File: src/rtl/idu.sv
`default_nettype none
// idu: 16-bit instruction decode unit. Small input FIFO feeds a registered
// decoded bundle; accepting a HALT opcode stops intake until reset.
module idu #(
  parameter int FIFO_DEPTH = 2,
  parameter int CNT_W      = 16
) (
  input  logic              clk,
  input  logic              rst,
  input  logic              in_valid,
  input  logic [15:0]       in_instr,
  output logic              in_ready,
  output logic              out_valid,
  input  logic              out_ready,
  output logic [3:0]        op,
  output logic [3:0]        rd,
  output logic [3:0]        rs1,
  output logic [3:0]        rs2,
  output logic [15:0]       imm,
  output logic [2:0]        alu_op,
  output logic              reg_we,
  output logic              mem_rd,
  output logic              mem_wr,
  output logic              branch,
  output logic              jump,
  output logic              illegal,
  output logic              halted,
  output logic [CNT_W-1:0]  dec_count
);

  localparam int              PTR_W   = (FIFO_DEPTH > 1) ? $clog2(FIFO_DEPTH) : 1;
  localparam logic [PTR_W:0]  DEPTH_C = (PTR_W + 1)'(FIFO_DEPTH);
  localparam logic [PTR_W-1:0] PTR_ONE = 1;
  localparam logic [PTR_W:0]  CNT_ONE = 1;
  localparam logic [CNT_W-1:0] DEC_ONE = 1;

  typedef enum logic [0:0] {
    RUN    = 1'b0,
    HALTED = 1'b1
  } state_t;

  state_t state_q, state_d;

  logic [15:0]      mem_q [FIFO_DEPTH];
  logic [PTR_W-1:0] wr_ptr_q, rd_ptr_q;
  logic [PTR_W:0]   count_q;
  logic             fifo_empty;
  logic             push, pop;
  logic [15:0]      head;

  // Decoded view of the FIFO head, loaded into the output register on pop
  logic [15:0] imm_d;
  logic [2:0]  alu_op_d;
  logic        reg_we_d, mem_rd_d, mem_wr_d, branch_d, jump_d, illegal_d;

  logic              out_valid_q;
  logic [15:0]       word_q;
  logic [15:0]       imm_q;
  logic [2:0]        alu_op_q;
  logic              reg_we_q, mem_rd_q, mem_wr_q, branch_q, jump_q, illegal_q;
  logic [CNT_W-1:0]  dec_count_q;

  assign fifo_empty = (count_q == '0);
  assign head       = mem_q[rd_ptr_q];
  assign in_ready   = (count_q < DEPTH_C) && (state_q == RUN);
  assign push       = in_valid && in_ready;
  assign pop        = (!out_valid_q || out_ready) && !fifo_empty;

  always_ff @(posedge clk) begin
    if (rst) begin
      wr_ptr_q <= '0;
      rd_ptr_q <= '0;
      count_q  <= '0;
    end else begin
      if (push) wr_ptr_q <= wr_ptr_q + PTR_ONE;
      if (pop)  rd_ptr_q <= rd_ptr_q + PTR_ONE;
      case ({push, pop})
        2'b10:   count_q <= count_q + CNT_ONE;
        2'b01:   count_q <= count_q - CNT_ONE;
        default: count_q <= count_q;
      endcase
    end
  end

  always_ff @(posedge clk) begin
    if (!rst && push) mem_q[wr_ptr_q] <= in_instr;
  end

  always_comb begin
    imm_d     = 16'h0000;
    alu_op_d  = 3'b000;
    reg_we_d  = 1'b0;
    mem_rd_d  = 1'b0;
    mem_wr_d  = 1'b0;
    branch_d  = 1'b0;
    jump_d    = 1'b0;
    illegal_d = 1'b0;
    case (head[15:12])
      4'h1: begin reg_we_d = 1'b1; alu_op_d = 3'b000; end
      4'h2: begin reg_we_d = 1'b1; alu_op_d = 3'b001; end
      4'h3: begin reg_we_d = 1'b1; alu_op_d = 3'b010; end
      4'h4: begin reg_we_d = 1'b1; alu_op_d = 3'b011; end
      4'h5: begin reg_we_d = 1'b1; alu_op_d = 3'b100; end
      4'h6: begin
        reg_we_d = 1'b1;
        imm_d    = {{12{head[3]}}, head[3:0]};
      end
      4'h7: begin
        reg_we_d = 1'b1;
        mem_rd_d = 1'b1;
        imm_d    = {{12{head[3]}}, head[3:0]};
      end
      4'h8: begin
        mem_wr_d = 1'b1;
        imm_d    = {{12{head[3]}}, head[3:0]};
      end
      4'h9: begin
        branch_d = 1'b1;
        alu_op_d = 3'b001;
        imm_d    = {{12{head[3]}}, head[3:0]};
      end
      4'hA: begin
        jump_d = 1'b1;
        imm_d  = {4'h0, head[11:0]};
      end
      4'hB: begin
        reg_we_d = 1'b1;
        imm_d    = {head[7:0], 8'h00};
      end
      4'hC, 4'hD, 4'hE: illegal_d = 1'b1;
      default: ;
    endcase
  end

  // Output register: reload whenever it is free or being consumed; a
  // consumed bundle with nothing behind it drops out_valid but keeps fields.
  always_ff @(posedge clk) begin
    if (rst) begin
      out_valid_q <= 1'b0;
      word_q      <= '0;
      imm_q       <= '0;
      alu_op_q    <= '0;
      reg_we_q    <= 1'b0;
      mem_rd_q    <= 1'b0;
      mem_wr_q    <= 1'b0;
      branch_q    <= 1'b0;
      jump_q      <= 1'b0;
      illegal_q   <= 1'b0;
    end else if (pop) begin
      out_valid_q <= 1'b1;
      word_q      <= head;
      imm_q       <= imm_d;
      alu_op_q    <= alu_op_d;
      reg_we_q    <= reg_we_d;
      mem_rd_q    <= mem_rd_d;
      mem_wr_q    <= mem_wr_d;
      branch_q    <= branch_d;
      jump_q      <= jump_d;
      illegal_q   <= illegal_d;
    end else if (out_ready) begin
      out_valid_q <= 1'b0;
    end
  end

  always_ff @(posedge clk) begin
    if (rst) begin
      dec_count_q <= '0;
    end else if (out_valid_q && out_ready) begin
      dec_count_q <= dec_count_q + DEC_ONE;
    end
  end

  always_ff @(posedge clk) begin
    if (rst) state_q <= RUN;
    else     state_q <= state_d;
  end

  always_comb begin
    state_d = state_q;
    case (state_q)
      RUN:     if (push && (in_instr[15:12] == 4'hF)) state_d = HALTED;
      HALTED:  state_d = HALTED;
      default: state_d = RUN;
    endcase
  end

  assign out_valid = out_valid_q;
  assign op        = word_q[15:12];
  assign rd        = word_q[11:8];
  assign rs1       = word_q[7:4];
  assign rs2       = word_q[3:0];
  assign imm       = imm_q;
  assign alu_op    = alu_op_q;
  assign reg_we    = reg_we_q;
  assign mem_rd    = mem_rd_q;
  assign mem_wr    = mem_wr_q;
  assign branch    = branch_q;
  assign jump      = jump_q;
  assign illegal   = illegal_q;
  assign halted    = (state_q == HALTED) && fifo_empty && !out_valid_q;
  assign dec_count = dec_count_q;

endmodule
`default_nettype wire

File: config.mk
export PLATFORM = sky130hd
export DESIGN_NAME = idu
export DESIGN_NICKNAME = d
export VERILOG_FILES = /design/src/rtl/idu.sv
export SDC_FILE = /design/constraint.sdc
export NUM_CORES = 1
export LEC_CHECK = 0
export BUFFER_PORTS_ARGS = -buffer_cell sky130_fd_sc_hd__buf_2
export CAP_MARGIN = 20
export CORE_UTILIZATION = 49
export CTS_BUF_LIST = sky130_fd_sc_hd__clkbuf_16
export DETAILED_ROUTE_END_ITERATION = 7
export GPL_TIMING_DRIVEN = 0
export PLACE_DENSITY = 0.75
export SLEW_MARGIN = 25
export SYNTH_ARGS = -nofsm -noshare
export SYNTH_HDL_FRONTEND = slang
export SYNTH_SLANG_ARGS = --single-unit
File: constraint.sdc
create_clock -name clk -period 2.6 [get_ports clk]
set_input_delay 0.78 -clock clk [delete_from_list [all_inputs] [get_ports clk]]
set_output_delay 0.78 -clock clk [all_outputs]
set_load 0.02 [all_outputs]
==> results of run 1 <==
-- metrics by stage --
step	cell area [um2]	total power, mW
6_report	4810	4.74
5_1_grt	4810	4.97
4_1_cts	4810	4.74
3_5_place_dp	4540	3.52
3_3_place_gp	4530	3.47
2_1_floorplan	4010	3.06
-- sequential cells by signal, summed over array words and instances, names as in the netlist, 2 cells and up, named ones only --
register   flops
word_q        16
imm           16
mem_q         32
alu_op         3
dec_count     16
count_q        2
-- power by group through the flow --
stage | registers [mW] | logic (mW) | clock network (mW)
final | 1.91 | 1.60 | 1.22
after CTS | 1.91 | 1.59 | 1.24
after global routing | 1.93 | 1.74 | 1.30
after floorplan | 2.10 | 0.962 | 0
after detailed placement | 1.94 | 1.58 | 0
after global placement | 1.93 | 1.54 | 0
-- cell type report --
| type | count | area share [%] |
|---|---|---|
| sequential | 96 | 46.6 |
| multi-input combinational | 250 | 34.4 |
| timing repair buffer | 79 | 8.21 |
| clock buffer | 9 | 4.68 |
| tap | 102 | 2.65 |
| buffer | 22 | 2.47 |
| clock inverter | 7 | 0.936 |
| inverter | 1 | 0.0780 |
-- cell families (layout without fill, tap and decap cells) --
family                     Yosys count  after routing  share of synthesized area (%)
xor gates and xnor gates            15             15                           3.29
adders and majority gates            2              2                          0.626
AOI/OAI and AO/OA                   75             75                           12.8
muxes                               30             30                           8.11
buffers and inverters               23            118                           3.07
and+or+nand+nor                    128            128                           16.0
DFF                                 96             96                           56.1
-- layer usage --
layer | global-route usage (%) | share of wire, % | up-vias
met4 | 9.51 | 1.2 | 0
met2 | 35.9 | 47 | 105
met3 | 4.27 | 4.9 | 11
met5 | 0 | 0 | -
met1 | 29.3 | 47 | 1515
li1 | - | - | 1546
-- worst register-to-register path: cells and delay by family (launching register included) --
kind | cells | cell delay [ps]
flip-flops | 1 | 330
adder cells (fa/ha/maj) | 1 | 340
buffers and inverters | 3 | 640
AO/OA/AOI/OAI | 1 | 140
AND/OR/NAND/NOR | 3 | 880
-- final timing paths --
kind / endpoint / slack (ps) / cells after the start
setup / recovery: count_q[1]$_SDFFE_PP0P_ / 190 / 8
hold / removal: mem_rd$_SDFFE_PP0P_ / 450 / 2
setup reg to reg: count_q[1]$_SDFFE_PP0P_ / 220 / 8
hold reg to reg: mem_rd$_SDFFE_PP0P_ / 450 / 2
-- layout by cell type, fill, tap and decap left out, types with 17 or more instances in the layout --
master                     count
sky130_fd_sc_hd__a211oi_1     21
sky130_fd_sc_hd__a21oi_1      22
sky130_fd_sc_hd__buf_2        87
sky130_fd_sc_hd__dfxtp_1      64
sky130_fd_sc_hd__edfxtp_1     32
sky130_fd_sc_hd__mux2i_1      19
sky130_fd_sc_hd__nand2_1      24
sky130_fd_sc_hd__nor2_1       43
sky130_fd_sc_hd__nor3_1       17
==> flow_results.xml, run 1 <==
<?xml version="1.0" encoding="UTF-8"?>
<metrics>
  <group name="floorplan">
    <metric name="dieWidth" unit="um">92.3</metric>
    <metric name="core_region_area" unit="mm2">0.00781</metric>
    <metric name="floorplan.rows" unit="">32</metric>
    <metric name="boundaryPins" unit="">80</metric>
    <metric name="dieArea" unit="mm2">0.00852</metric>
    <metric name="die_span_y" unit="um">92.3</metric>
    <metric name="initial_core_util" unit="%">51.2</metric>
  </group>
  <group name="logic_synthesis">
    <metric name="synth_area_leaders" unit="">sky130_fd_sc_hd__dfxtp_1 (32%), sky130_fd_sc_hd__edfxtp_1 (24%), sky130_fd_sc_hd__mux2i_1 (4.8%)</metric>
    <metric name="area_fraction_of_the_dominant_cell_type_after_synthesis" unit="%">32.1</metric>
    <metric name="synth_top_cells_by_count" unit="">sky130_fd_sc_hd__dfxtp_1 (64), sky130_fd_sc_hd__nor2_1 (43), sky130_fd_sc_hd__edfxtp_1 (32)</metric>
    <metric name="syn_area" unit="mm2">0.00400</metric>
    <metric name="synth_area_leader_cell" unit="">sky130_fd_sc_hd__dfxtp_1</metric>
    <metric name="synth-edff-count" unit="">32</metric>
    <metric name="synth_async_sr_flop_share" unit="%">0</metric>
    <metric name="synth_cells" unit="">369</metric>
    <metric name="synthDistinctLibCells" unit="">48</metric>
    <metric name="synth_nets" unit="">391</metric>
    <metric name="synth-seq-cells" unit="">96</metric>
    <metric name="part_of_the_yosys_area_used_for_sequential_elements" unit="%">56.1</metric>
    <metric name="post-synth-top-count-cell" unit="">sky130_fd_sc_hd__dfxtp_1</metric>
    <metric name="synth_flop_cell" unit="">sky130_fd_sc_hd__dfxtp_1</metric>
    <metric name="synthesis.yosys.warnings" unit="">0</metric>
    <metric name="synth.avg_cell_area" unit="um2">10.8</metric>
  </group>
  <group name="flow_run">
    <metric name="cap_viol_max_count" unit="">0</metric>
  </group>
  <group name="finish">
    <metric name="finalNetCount" unit="">481</metric>
    <metric name="regArea" unit="mm2">0.00224</metric>
    <metric name="area.growth.synth_to_final" unit="%">20.4</metric>
    <metric name="multi_input_gate_area" unit="mm2">0.00166</metric>
    <metric name="filler_cell_count" unit="">638</metric>
    <metric name="final_layout_size_suffix_gt1_share" unit="%">27.6</metric>
    <metric name="final-instance-count-excl-fill" unit="">566</metric>
    <metric name="utilization" unit="%">61.7</metric>
    <metric name="antenna_diode_count" unit="">0</metric>
  </group>
  <group name="clock_tree">
    <metric name="clk_latency" unit="ps">340</metric>
    <metric name="postCtsSetupRepairBufs" unit="">0</metric>
    <metric name="cts.clk_slew.worst_paths" unit="ps">70</metric>
    <metric name="cts-buffers-inserted" unit="">9</metric>
    <metric name="holdBufCountCts" unit="">0</metric>
    <metric name="clock-sinks" unit="">96</metric>
    <metric name="cts_repair_resize_count" unit="">0</metric>
    <metric name="ctsRootBufferMaster" unit="">sky130_fd_sc_hd__clkbuf_16</metric>
    <metric name="cts-root-to-sink-buffers" unit="">2</metric>
    <metric name="tritoncts" unit="">built</metric>
    <metric name="cts-htree-levels" unit="">3</metric>
  </group>
  <group name="detailed_routing">
    <metric name="drt-pass1-iter-count" unit="">4</metric>
    <metric name="initialDrtViolationCount" unit="">182</metric>
    <metric name="drc" unit="">0</metric>
    <metric name="detail_route.wl_per_cell" unit="um">16.5</metric>
    <metric name="antenna_left" unit="">0</metric>
    <metric name="route.detailed.vias_per_inst" unit="">5.61</metric>
    <metric name="routed_wirelength" unit="um">9310</metric>
    <metric name="num_vias" unit="">3177</metric>
  </group>
  <group name="setup_path">
    <metric name="timing.critical_path.arrival" unit="ps">2680</metric>
    <metric name="cpLargestDelayFamily" unit="">simple AND/OR/NAND/NOR gates</metric>
    <metric name="worst-endpoint-required" unit="ps">2870</metric>
    <metric name="cp_slowest_cell" unit="">sky130_fd_sc_hd__or3_1</metric>
    <metric name="crit_path_max_incr_delay" unit="ps">370</metric>
    <metric name="crit-reg2reg-launch" unit="">out_valid$_SDFFE_PP0P_</metric>
    <metric name="critical_path_class" unit="">input pin to register</metric>
    <metric name="cell_repeated_most_along_the_worst_path" unit="">sky130_fd_sc_hd__buf_2</metric>
    <metric name="element_type_at_the_critical_path_start" unit="">input pin</metric>
    <metric name="critical_path.max_fanout" unit="">10</metric>
    <metric name="critPathCaptureType" unit="">register</metric>
    <metric name="path_cells" unit="">buf_2, nor2b_2, or2_2, clkinv_1, buf_2, ha_1, or3_1, a21oi_1</metric>
    <metric name="worst_setup_path_startpoint" unit="">out_ready</metric>
    <metric name="cp_num_buf_inv" unit="">3</metric>
  </group>
  <group name="global_routing">
    <metric name="grt_use_total" unit="%">22.3</metric>
    <metric name="via_count_of_the_first_global_routing_pass" unit="">2983</metric>
    <metric name="antenna_found_initial" unit="">0</metric>
    <metric name="grt_first_pass_wirelength" unit="um">14600</metric>
    <metric name="global_route.overflow_total" unit="">0</metric>
    <metric name="pin_count_of_the_biggest_net_entering_global_routing" unit="">17</metric>
  </group>
  <group name="place">
    <metric name="half_perimeter_wire_length_after_placement" unit="um">6500</metric>
    <metric name="io_buffer_count" unit="">79</metric>
    <metric name="pre_cts_slack" unit="ps">-132</metric>
    <metric name="placedCellCount" unit="">550</metric>
    <metric name="place.gp.congestion" unit="">0.810</metric>
  </group>
  <group name="power_and_ir_drop">
    <metric name="net-switching-power" unit="mW">1.75</metric>
    <metric name="cellPowerDensity" unit="mW/mm2">984</metric>
    <metric name="maximum_resistive_drop_on_vdd" unit="uV">538</metric>
    <metric name="sw_frac_of_total" unit="%">36.9</metric>
    <metric name="power_leakage" unit="nW">1.86</metric>
    <metric name="p_clk_share" unit="%">25.8</metric>
    <metric name="power_frac_seq" unit="%">40.3</metric>
    <metric name="comb_power_share" unit="%">33.8</metric>
    <metric name="internal_power" unit="mW">2.99</metric>
  </group>
  <group name="timing">
    <metric name="timing.setup.tns" unit="ps">0</metric>
    <metric name="final_hold_viol_count" unit="">0</metric>
    <metric name="min_period" unit="ps">2410</metric>
    <metric name="whs" unit="ps">449</metric>
    <metric name="worst_slew_margin_rel" unit="%">42.8</metric>
    <metric name="timing.final.max_slew_violations" unit="">0</metric>
    <metric name="fin_ws" unit="ps">192</metric>
    <metric name="peak_freq" unit="MHz">415</metric>
    <metric name="rsz0062_at_grt" unit="">false</metric>
    <metric name="fin_crit_sh" unit="%">92.6</metric>
    <metric name="max_slew.worst_pin.slew" unit="ps">858</metric>
    <metric name="setup_viol" unit="">0</metric>
    <metric name="final.setup_skew" unit="ps">9.55</metric>
  </group>
  <group name="outcome">
    <metric name="run_status" unit="">finished, final reports clean</metric>
  </group>
  <group name="worst_hold_path">
    <metric name="worst_hold_path_type" unit="">register to register</metric>
    <metric name="min-delay-start" unit="">mem_rd$_SDFFE_PP0P_</metric>
  </group>
</metrics>
(Power assumes the default switching activity.)
==> inputs of run 2 (changes only) <==
--- a/config.mk
+++ b/config.mk
@@ -7,11 +7,13 @@
 export LEC_CHECK = 0
 export BUFFER_PORTS_ARGS = -buffer_cell sky130_fd_sc_hd__buf_2
 export CAP_MARGIN = 20
-export CORE_UTILIZATION = 49
+export CELL_PAD_IN_SITES_DETAIL_PLACEMENT = 2
+export CELL_PAD_IN_SITES_GLOBAL_PLACEMENT = 2
+export CORE_UTILIZATION = 35
 export CTS_BUF_LIST = sky130_fd_sc_hd__clkbuf_16
 export DETAILED_ROUTE_END_ITERATION = 7
 export GPL_TIMING_DRIVEN = 0
-export PLACE_DENSITY = 0.75
+export PLACE_DENSITY_LB_ADDON = 0.1
 export SLEW_MARGIN = 25
 export SYNTH_ARGS = -nofsm -noshare
 export SYNTH_HDL_FRONTEND = slang
==> constraint.sdc (replaced) <==
create_clock -name clk -period 2.69 [get_ports clk]
set_input_delay 0.807 -clock clk [delete_from_list [all_inputs] [get_ports clk]]
set_output_delay 0.807 -clock clk [all_outputs]
set_load 0.02 [all_outputs]
==> flow_results.xml, run 2 (synthesized netlist as in run 1, its figures left out) <==
<?xml version="1.0" encoding="UTF-8"?>
<metrics>
  <group name="finish">
    <metric name="top_register" unit="">mem_q</metric>
    <metric name="largest_register_ff_count" unit="">32</metric>
    <metric name="commonest_non_fill_non_tap_cell_in_the_layout" unit="">sky130_fd_sc_hd__buf_2</metric>
    <metric name="area.growth.synth_to_final" unit="%">21.5</metric>
    <metric name="commonest_non_fill_non_tap_cells_in_the_layout" unit="">sky130_fd_sc_hd__buf_2 (87), sky130_fd_sc_hd__dfxtp_1 (64), sky130_fd_sc_hd__nor2_1 (43)</metric>
    <metric name="utilization" unit="%">44.2</metric>
    <metric name="antenna_diode_count" unit="">0</metric>
    <metric name="final_layout_size_suffix_gt1_share" unit="%">27.1</metric>
    <metric name="finalNetCount" unit="">482</metric>
  </group>
  <group name="detailed_routing">
    <metric name="antenna_left" unit="">0</metric>
    <metric name="wl_met1" unit="um">5450</metric>
    <metric name="initialDrtViolationCount" unit="">65</metric>
    <metric name="route.top_layer_used" unit="">met4</metric>
    <metric name="routed_wirelength" unit="um">11700</metric>
    <metric name="met2_wirelength" unit="um">5630</metric>
    <metric name="route.detailed.vias_per_inst" unit="">5.34</metric>
    <metric name="drc" unit="">0</metric>
    <metric name="detail_route.wl_per_cell" unit="um">19.3</metric>
    <metric name="num_vias" unit="">3230</metric>
    <metric name="drt-pass1-iter-count" unit="">4</metric>
    <metric name="met3RoutedLength" unit="um">448</metric>
  </group>
  <group name="clock_tree">
    <metric name="cts.clk_slew.worst_paths" unit="ps">70</metric>
    <metric name="postCtsSetupRepairBufs" unit="">0</metric>
    <metric name="holdBufCountCts" unit="">0</metric>
    <metric name="ctsRootBufferMaster" unit="">sky130_fd_sc_hd__clkbuf_16</metric>
    <metric name="clk_latency" unit="ps">350</metric>
    <metric name="clock-sinks" unit="">96</metric>
    <metric name="tritoncts" unit="">built</metric>
    <metric name="cts-root-to-sink-buffers" unit="">2</metric>
    <metric name="cts_repair_resize_count" unit="">0</metric>
    <metric name="cts-buffers-inserted" unit="">9</metric>
    <metric name="cts-htree-levels" unit="">3</metric>
  </group>
  <group name="timing">
    <metric name="timing.final.max_slew_violations" unit="">0</metric>
    <metric name="fin_crit_sh" unit="%">94.2</metric>
    <metric name="worst_slew_margin_rel" unit="%">47.0</metric>
    <metric name="peak_freq" unit="MHz">395</metric>
    <metric name="whs" unit="ps">457</metric>
    <metric name="final.setup_skew" unit="ps">6.80</metric>
    <metric name="setup_viol" unit="">0</metric>
    <metric name="rsz0062_at_grt" unit="">false</metric>
    <metric name="final_hold_viol_count" unit="">0</metric>
    <metric name="max_slew.worst_pin.slew" unit="ps">773</metric>
    <metric name="min_period" unit="ps">2530</metric>
  </group>
  <group name="global_routing">
    <metric name="grt_first_pass_wirelength" unit="um">18700</metric>
    <metric name="pin_count_of_the_biggest_net_entering_global_routing" unit="">17</metric>
    <metric name="antenna_found_initial" unit="">0</metric>
    <metric name="global_route.overflow_total" unit="">0</metric>
    <metric name="grt_use_total" unit="%">21.2</metric>
    <metric name="via_count_of_the_first_global_routing_pass" unit="">3407</metric>
  </group>
  <group name="floorplan">
    <metric name="dieArea" unit="mm2">0.0119</metric>
    <metric name="floorplan.rows" unit="">38</metric>
    <metric name="dieWidth" unit="um">109</metric>
    <metric name="boundaryPins" unit="">80</metric>
    <metric name="die_span_y" unit="um">109</metric>
    <metric name="core_region_area" unit="mm2">0.0110</metric>
    <metric name="initial_core_util" unit="%">36.4</metric>
  </group>
  <group name="outcome">
    <metric name="run_status" unit="">finished, final reports clean</metric>
  </group>
  <group name="setup_path">
    <metric name="element_type_at_the_critical_path_start" unit="">input pin</metric>
    <metric name="crit-reg2reg-launch" unit="">out_valid$_SDFFE_PP0P_</metric>
    <metric name="depth_of_the_worst_register_to_register_path" unit="">8</metric>
    <metric name="timing.critical_path.arrival" unit="ps">2820</metric>
    <metric name="r2r_slack" unit="ps">190</metric>
    <metric name="worst-endpoint-required" unit="ps">2970</metric>
    <metric name="critical_path_class" unit="">input pin to register</metric>
    <metric name="regToRegEndpoint" unit="">count_q[1]$_SDFFE_PP0P_</metric>
    <metric name="critPathCaptureType" unit="">register</metric>
    <metric name="critical_path.max_fanout" unit="">10</metric>
  </group>
  <group name="place">
    <metric name="io_buffer_count" unit="">79</metric>
    <metric name="place.gp.congestion" unit="">0.758</metric>
    <metric name="half_perimeter_wire_length_after_placement" unit="um">8620</metric>
  </group>
  <group name="power_and_ir_drop">
    <metric name="maximum_resistive_drop_on_vdd" unit="uV">435</metric>
    <metric name="cellPowerDensity" unit="mW/mm2">952</metric>
    <metric name="power_leakage" unit="nW">1.85</metric>
  </group>
  <group name="worst_hold_path">
    <metric name="min-delay-start" unit="">reg_we$_SDFFE_PP0P_</metric>
    <metric name="worst_hold_path_type" unit="">register to register</metric>
    <metric name="hold-path-endpoint" unit="">reg_we$_SDFFE_PP0P_</metric>
    <metric name="holdPathStages" unit="">2</metric>
  </group>
  <group name="flow_run">
    <metric name="cap_viol_max_count" unit="">0</metric>
  </group>
</metrics>
## run 2: worst max-delay path by stage
stage | from | end | slack (ps)
2_1_floorplan | rst | mem_q[1][0]$_DFFE_PP_ | 10
3_3_place_gp | rst | mem_q[1][10]$_DFFE_PP_ | -970
3_5_place_dp | out_ready | count_q[1]$_SDFFE_PP0P_ | -210
4_1_cts | out_ready | count_q[1]$_SDFFE_PP0P_ | 130
5_1_grt | out_valid$_SDFFE_PP0P_ | count_q[1]$_SDFFE_PP0P_ | 30
6_report | out_ready | count_q[1]$_SDFFE_PP0P_ | 160
## run 2: layout make-up
class,instances,area (um2)
plain buffers,22,119
clock buffers,9,225
clock inverters,7,40.0
fillers,1205,6130
inverters,1,3.75
multi-input cells,250,1650
flip-flops and latches,96,2240
well taps,140,175
repair buffers,80,403
## run 2: through the flow
| stage | cell area [um2] | power, mW | instances | setup TNS [ps] | worst slack, ps |
|---|---|---|---|---|---|
| floorplan | 4000 | 2.96 | 369 | 0 | 10.9 |
| global placement | 4570 | 3.41 | 588 | -22680 | -971 |
| detailed placement | 4590 | 3.49 | 589 | -1830 | -209 |
| CTS | 4860 | 4.69 | 605 | 0 | 133 |
| global route | 4860 | 4.89 | 605 | 0 | 33.9 |
| finish | 4860 | 4.63 | 605 | 0 | 157 |
## run 2: per-layer routing
layer  GRT usage [%]  vias to the layer above
met5               0                        -
met4            7.53                        0
met3            3.71                       16
met2            34.4                       72
met1            28.3                     1596
li1                -                     1546
## run 2: power by group
part / switching [mW] / internal, mW
Combinational: 1.05 / 0.544
Clock: 0.561 / 0.617
Sequential: 0.129 / 1.72
Total: 1.74 / 2.88
## run 2: critical path, cell delays in order
cell                       delay (ps)
sky130_fd_sc_hd__buf_2            160
sky130_fd_sc_hd__nor2b_2          310
sky130_fd_sc_hd__or2_2            200
sky130_fd_sc_hd__clkinv_1         190
sky130_fd_sc_hd__buf_2            280
sky130_fd_sc_hd__ha_1             350
sky130_fd_sc_hd__or3_1            380
sky130_fd_sc_hd__a21oi_1          140
